==> config.mk <==
export PLATFORM = sky130hd
export DESIGN_NAME = display_mode_ctrl
export DESIGN_NICKNAME = d
export VERILOG_FILES = /design/src/rtl/display_pkg.sv /design/src/rtl/display_mode_ctrl_cycle_timer.sv /design/src/rtl/display_mode_ctrl.sv
export SDC_FILE = /design/constraint.sdc
export NUM_CORES = 1
export LEC_CHECK = 0
export ABC_AREA = 1
export CORE_MARGIN = 4
export CORE_UTILIZATION = 45
export CTS_CLUSTER_SIZE = 30
export DETAILED_ROUTE_END_ITERATION = 16
export PLACE_DENSITY = 0.72
export SYNTH_ARGS = -nofsm -noshare
export SYNTH_HDL_FRONTEND = slang
export SYNTH_HIERARCHICAL = 1
export SYNTH_SLANG_ARGS = --single-unit
==> constraint.sdc <==
create_clock -name clk -period 3.14 [get_ports clk]
set_input_delay 0.628 -clock clk [delete_from_list [all_inputs] [get_ports clk]]
set_output_delay 0.628 -clock clk [all_outputs]
set_load 0.03 [all_outputs]
==> src/rtl/display_pkg.sv <==
// Shared types and constants for the display-mode sequencer.
// No logic: states, digit geometry and the record comparison.
package display_pkg;

  typedef enum logic [1:0] {
    LIVE    = 2'd0,
    SHOW_HS = 2'd1,
    FLASH   = 2'd2
  } state_t;

  localparam int NUM_DIGITS = 4;
  localparam int BCD_W      = 4;
  localparam int SCORE_W    = NUM_DIGITS * BCD_W;

  // Packed BCD orders the same as its decimal value, so a raw compare suffices.
  function automatic logic is_record(input logic [SCORE_W-1:0] score,
                                     input logic [SCORE_W-1:0] best);
    return score > best;
  endfunction

endpackage

==> src/rtl/display_mode_ctrl_cycle_timer.sv <==
// Free-running cycle counter with a one-cycle done pulse at TERMINAL-1, then restart.
// done is combinational from the count register; no flow control.
module cycle_timer #(
  parameter int unsigned TERMINAL = 2
) (
  input  logic clk,
  input  logic reset_n,
  input  logic clear,
  input  logic enable,
  output logic done
);

  localparam int unsigned CW = (TERMINAL > 1) ? $clog2(TERMINAL) : 1;
  localparam logic [CW-1:0] LAST = CW'(TERMINAL - 1);

  logic [CW-1:0] count_q;
  logic [CW-1:0] count_d;

  assign done = enable && (count_q == LAST);

  always_comb begin
    count_d = count_q;
    if (clear)       count_d = '0;
    else if (done)   count_d = '0;
    else if (enable) count_d = count_q + 1'b1;
  end

  always_ff @(posedge clk or negedge reset_n) begin
    if (!reset_n) count_q <= '0;
    else          count_q <= count_d;
  end

endmodule

==> src/rtl/display_mode_ctrl.sv <==
// Display select sequencer: live score / held high score / flashing new record.
// All outputs registered, 1-cycle latency; pulses consumed immediately, never queued.
module display_mode_ctrl
  import display_pkg::*;
#(
  parameter int unsigned HOLD_CYCLES  = 250000000,
  parameter int unsigned FLASH_CYCLES = 12500000
) (
  input  logic               clk,
  input  logic               reset_n,
  input  logic               show_req,
  input  logic               round_done,
  input  logic [SCORE_W-1:0] score,
  output logic               displayState,
  output logic [SCORE_W-1:0] hs_bcd,
  output logic               blank,
  output logic               new_record
);

  state_t             state_q, state_d;
  logic [SCORE_W-1:0] hs_bcd_q, hs_bcd_d;
  logic               blank_q, blank_d;
  logic               new_record_q, new_record_d;
  logic               disp_q;
  logic               record;
  logic               hold_done, flash_done;
  logic               hold_clear, flash_clear;

  assign record = round_done && is_record(score, hs_bcd_q);

  // A record re-enters FLASH even from FLASH, so it restarts both timers.
  assign hold_clear  = record || (state_d != state_q);
  assign flash_clear = record || (state_q != FLASH);

  cycle_timer #(.TERMINAL(HOLD_CYCLES)) u_hold (
    .clk     (clk),
    .reset_n (reset_n),
    .clear   (hold_clear),
    .enable  (state_q != LIVE),
    .done    (hold_done)
  );

  cycle_timer #(.TERMINAL(FLASH_CYCLES)) u_flash (
    .clk     (clk),
    .reset_n (reset_n),
    .clear   (flash_clear),
    .enable  (state_q == FLASH),
    .done    (flash_done)
  );

  always_comb begin
    state_d      = state_q;
    hs_bcd_d     = hs_bcd_q;
    new_record_d = new_record_q;
    if (record) begin
      state_d      = FLASH;
      hs_bcd_d     = score;
      new_record_d = 1'b1;
    end else begin
      if (round_done) new_record_d = 1'b0;
      if (show_req)       state_d = (state_q == LIVE) ? SHOW_HS : LIVE;
      else if (hold_done) state_d = LIVE;
    end

    blank_d = blank_q;
    if (state_d != FLASH || record) blank_d = 1'b0;
    else if (flash_done)            blank_d = ~blank_q;
  end

  always_ff @(posedge clk or negedge reset_n) begin
    if (!reset_n) begin
      state_q      <= LIVE;
      hs_bcd_q     <= '0;
      blank_q      <= 1'b0;
      new_record_q <= 1'b0;
      disp_q       <= 1'b0;
    end else begin
      state_q      <= state_d;
      hs_bcd_q     <= hs_bcd_d;
      blank_q      <= blank_d;
      new_record_q <= new_record_d;
      disp_q       <= (state_d != LIVE);
    end
  end

  assign displayState = disp_q;
  assign hs_bcd       = hs_bcd_q;
  assign blank        = blank_q;
  assign new_record   = new_record_q;

endmodule

==> results of run 1 <==
## layer usage
| metal | track usage (%) | vias up | wire [microns] |
|---|---|---|---|
| met1 | 26.83 | 2107 | 5586 |
| li1 | - | 2264 | - |
| met5 | 0 | - | 0 |
| met3 | 3.720 | 15 | 647 |
| met4 | 6.250 | 0 | 148 |
| met2 | 33.02 | 100 | 5725 |
## power by group
group	switching [mW]	leakage, nW	internal [mW]
combinational	0.935	1.39	0.537
clock	0.360	0.113	0.469
sequential	0.132	0.984	1.08
total	1.43	2.49	2.09
## state kept, by name (all words and copies together), names as in the netlist
register,cells
u_hold/count_q,28
u_flash/count_q,24
hs_bcd,16
state_q,2
blank,1
displayState,1
new_record,1
## worst paths after layout
| kind | start | end | slack (ns) | cells past startpoint |
|---|---|---|---|---|
| max reg2reg | u_hold/count_q[0]$_DFFE_PN0P_ | u_hold/count_q[11]$_DFFE_PN0P_ | 0.47 | 14 |
| max in group asynchronous | reset_n | displayState$_DFF_PN0_ | 2.11 | 1 |
| max | score[15] | u_flash/count_q[9]$_DFFE_PN0P_ | 0.38 | 17 |
| min | reset_n | u_hold/count_q[24]$_DFFE_PN0P_ | 0.42 | 1 |
| min in group clk | hs_bcd[8]$_DFFE_PN0P_ | hs_bcd[8]$_DFFE_PN0P_ | 0.51 | 2 |
| min reg2reg | hs_bcd[8]$_DFFE_PN0P_ | hs_bcd[8]$_DFFE_PN0P_ | 0.51 | 2 |
## logic make-up (layout without fill, tap and decap cells)
family,Yosys count,in the layout
and+or+nand+nor,443,443
buffers and inverters,104,156
DFF,73,73
AOI/OAI and AO/OA,38,38
adders and majority gates,18,18
xor gates and xnor gates,16,16
## metrics by stage
| step | setup slack [ns] | std cells | cell area, sq um |
|---|---|---|---|
| 2_1_floorplan | 0.5209 | 692 | 4930 |
| 3_3_place_gp | 0.1289 | 864 | 5425 |
| 3_5_place_dp | 0.04983 | 864 | 5425 |
| 4_1_cts | 0.4020 | 880 | 5645 |
| 5_1_grt | 0.1639 | 880 | 5645 |
| 6_report | 0.3784 | 880 | 5645 |
## cells in the final DEF (no fill, tap or decap)
master	instances
sky130_fd_sc_hd__o21bai_1	2
sky130_fd_sc_hd__a221oi_1	1
sky130_fd_sc_hd__nor3_1	12
sky130_fd_sc_hd__clkdlybuf4s50_1	37
sky130_fd_sc_hd__nand2_2	32
sky130_fd_sc_hd__nand4_1	15
sky130_fd_sc_hd__inv_2	4
sky130_fd_sc_hd__dfrtp_1	73
sky130_fd_sc_hd__o21ai_1	3
sky130_fd_sc_hd__inv_1	88
sky130_fd_sc_hd__nand3_1	63
sky130_fd_sc_hd__o31ai_1	1
sky130_fd_sc_hd__ha_1	18
sky130_fd_sc_hd__a21o_1	1
sky130_fd_sc_hd__nand2_1	172
sky130_fd_sc_hd__nor2_1	114
sky130_fd_sc_hd__xor2_1	12
sky130_fd_sc_hd__xnor2_1	4
sky130_fd_sc_hd__clkinv_4	1
sky130_fd_sc_hd__a31oi_1	1
sky130_fd_sc_hd__nand3_2	5
sky130_fd_sc_hd__nand2_8	1
sky130_fd_sc_hd__bufinv_16	2
sky130_fd_sc_hd__o21a_1	2
sky130_fd_sc_hd__clkinv_2	2
sky130_fd_sc_hd__buf_4	10
sky130_fd_sc_hd__clkbuf_8	10
sky130_fd_sc_hd__o211ai_1	1
sky130_fd_sc_hd__nor2_4	6
sky130_fd_sc_hd__nand3_4	1
sky130_fd_sc_hd__a21oi_1	17
sky130_fd_sc_hd__nor2_2	18
sky130_fd_sc_hd__nand2_4	1
sky130_fd_sc_hd__nand3b_1	1
sky130_fd_sc_hd__and2_4	2
sky130_fd_sc_hd__a21oi_2	1
sky130_fd_sc_hd__inv_4	1
sky130_fd_sc_hd__a211oi_1	1
sky130_fd_sc_hd__o21ai_0	7
sky130_fd_sc_hd__clkbuf_1	1
## final cells by class
| cell class | instances | area (sq um) | area share [%] |
|---|---|---|---|
| flip-flops and latches | 73 | 1827 | 32.36 |
| clock buffers | 11 | 141.4 | 2.504 |
| repair buffers | 47 | 445.4 | 7.890 |
| well taps | 136 | 170.2 | 3.014 |
| multi-input cells | 515 | 2631 | 46.61 |
| clock inverters | 5 | 78.83 | 1.396 |
| inverters | 93 | 351.6 | 6.228 |
==> results.toml, run 1 <==
[synthesis]
synth_xor_area_share_pct = 2.843
yosysSeqAreaShare_pct = 37.06
syn-cell-area_sq_mm = 0.004930
synthFlopType = "sky130_fd_sc_hd__dfrtp_1"
synth_top_cells_by_area = "sky130_fd_sc_hd__dfrtp_1 (37%), sky130_fd_sc_hd__nand2_1 (13%), sky130_fd_sc_hd__nor2_1 (8.7%), sky130_fd_sc_hd__inv_1 (6.7%), sky130_fd_sc_hd__nand3_1 (6.4%)"
synth_enable_flop_cells = 0
ys_types = 37
mappedNetlistNets = 730
synth_seq_cells = 73
synth_top_cell_by_area = "sky130_fd_sc_hd__dfrtp_1"
synth_top_area_share_pct = 37.06
synth_simple_gate_area_share_pct = 41.52
yosys.cell_count.top_type = "sky130_fd_sc_hd__nand2_1"
yosysWarnings = 6
synth_top_cells_by_count = "sky130_fd_sc_hd__nand2_1 (172), sky130_fd_sc_hd__nor2_1 (114), sky130_fd_sc_hd__inv_1 (88), sky130_fd_sc_hd__dfrtp_1 (73), sky130_fd_sc_hd__nand3_1 (63)"
postSynth.asyncResetShare_pct = 100.0
yosys.area_share.adder_pct = 4.569
netlist_instances = 692
avgSynthCellArea_sq_um = 7.124
synth_compound_area_share_pct = 4.442
synth_top_family_by_area = "simple AND/OR/NAND/NOR gates"
synth.area.mux_share_pct = 0

[clock_tree]
total_of_cells_resized_after_clock_tree_synthesis = 0
cts_h_tree_lvls = 3
clk_transition_reported_paths_ns = 0.08
clockRootBuffer = "sky130_fd_sc_hd__clkbuf_8"
sinks_on_clock_net = 73
worstSkewPairLatency_ns = 0.34
cts.hold.buffers_added = 0
tritoncts_clock_tree = "built"
postCtsSetupBuffers = 0
numCtsBuffers = 9
cts-root-to-sink-buffers = 2

[power]
vdd_drop_max_uv = 451.7
total_leakage_power_nw = 2.485
totalPowerFinal_mw = 3.513
power_density_mw_per_mm2 = 622.2

[route]
dr.pass1.iters = 5
via_count = 4486
routed_via_density = 5.098
detail_route.wl_per_cell_microns = 13.76
drc_errors = 0
drt_wl_total_mm = 12.11
drt_first_iter_violations = 247
antenna_left = 0

[critical_path]
worstPathCellList = "clkdlybuf4s50_1, ha_1, nand2_1, nor2_2, nand2_1, inv_1, nand2_1, nand2_4, nand2_8, nand2_1, nor2_1, buf_4, nor2_1, nand2_1, nor2_1, xnor2_1, nor2_1"
maximum_fanout_encountered_on_the_critical_timing_path = 8
worstSetupEndpointType = "register"
worst-endpoint-arrival_ns = 2.99
critical-path-top-cell-by-count = "sky130_fd_sc_hd__nand2_1"
worst_setup_path_start_kind = "input pin"
worstPathBufferInverterCount = 3
timing.critical_path.max_delay_family = "simple AND/OR/NAND/NOR gates"
worst-endpoint-required_ns = 3.36
slowest_delay_ns = 0.44
critPathSlowestCell = "sky130_fd_sc_hd__clkdlybuf4s50_1"
crit_type = "input pin to register"

[final_layout]
final_net_count = 777
post-route-util_pct = 53.72
fillerInstances = 988
final_antenna_diode_count = 0
area_growth_syn_to_layout_pct = 14.52
drive_gt1_share_pct = 13.04

[timing]
setup_repair_after_global_routing_missed_its_margin = "no"
post-route-period-util_pct = 87.95
relSlewSlack_pct = 37.41
setup_violations = 0
layout_min_cycle_time_ns = 2.762
timing.fmax_mhz = 362.1
max_slew.worst_pin.slew_ns = 0.9389
fin_tns_setup_ns = 0
worst_clock_skew_ns = 0.007901
hold_viol = 0
holdWs_ns = 0.4249
report.final.slew_viol_count = 0

[floorplan]
start_util_pct = 46.91
floorplan.die.width_microns = 112.7
row_count = 37
core_area_sq_mm = 0.01051
die_area_sq_mm = 0.01269
ios = 39
fp.dieH_microns = 112.7

[grt]
grt_first_pass_wirelength_mm = 21.00
grtUsageTotal_pct = 20.08
grt_max_degree = 74
vias_in_the_first_global_route = 4434
grt_overflow_total = 0
antenna_found_initial = 0

[place]
io_buffers = 38
detailed_place_hpwl_mm = 9.032
gp_routability_congestion = 0.9377

[min_path]
hold_path.class = "input pin to async pin"

[flow_run]
cap_violations = 0

[status]
status = "complete, no violations"
Note: power is estimated with default switching activity, not from simulation.
==> inputs of run 2 (changes only) <==
--- a/config.mk
+++ b/config.mk
@@ -11,6 +11,7 @@
 export CTS_CLUSTER_SIZE = 30
 export DETAILED_ROUTE_END_ITERATION = 16
 export PLACE_DENSITY = 0.72
+export SETUP_SLACK_MARGIN = 0.05
 export SYNTH_ARGS = -nofsm -noshare
 export SYNTH_HDL_FRONTEND = slang
 export SYNTH_HIERARCHICAL = 1
==> results of run 2 <==
No change in the layout: final DEF, timing and power equal those of run 1.
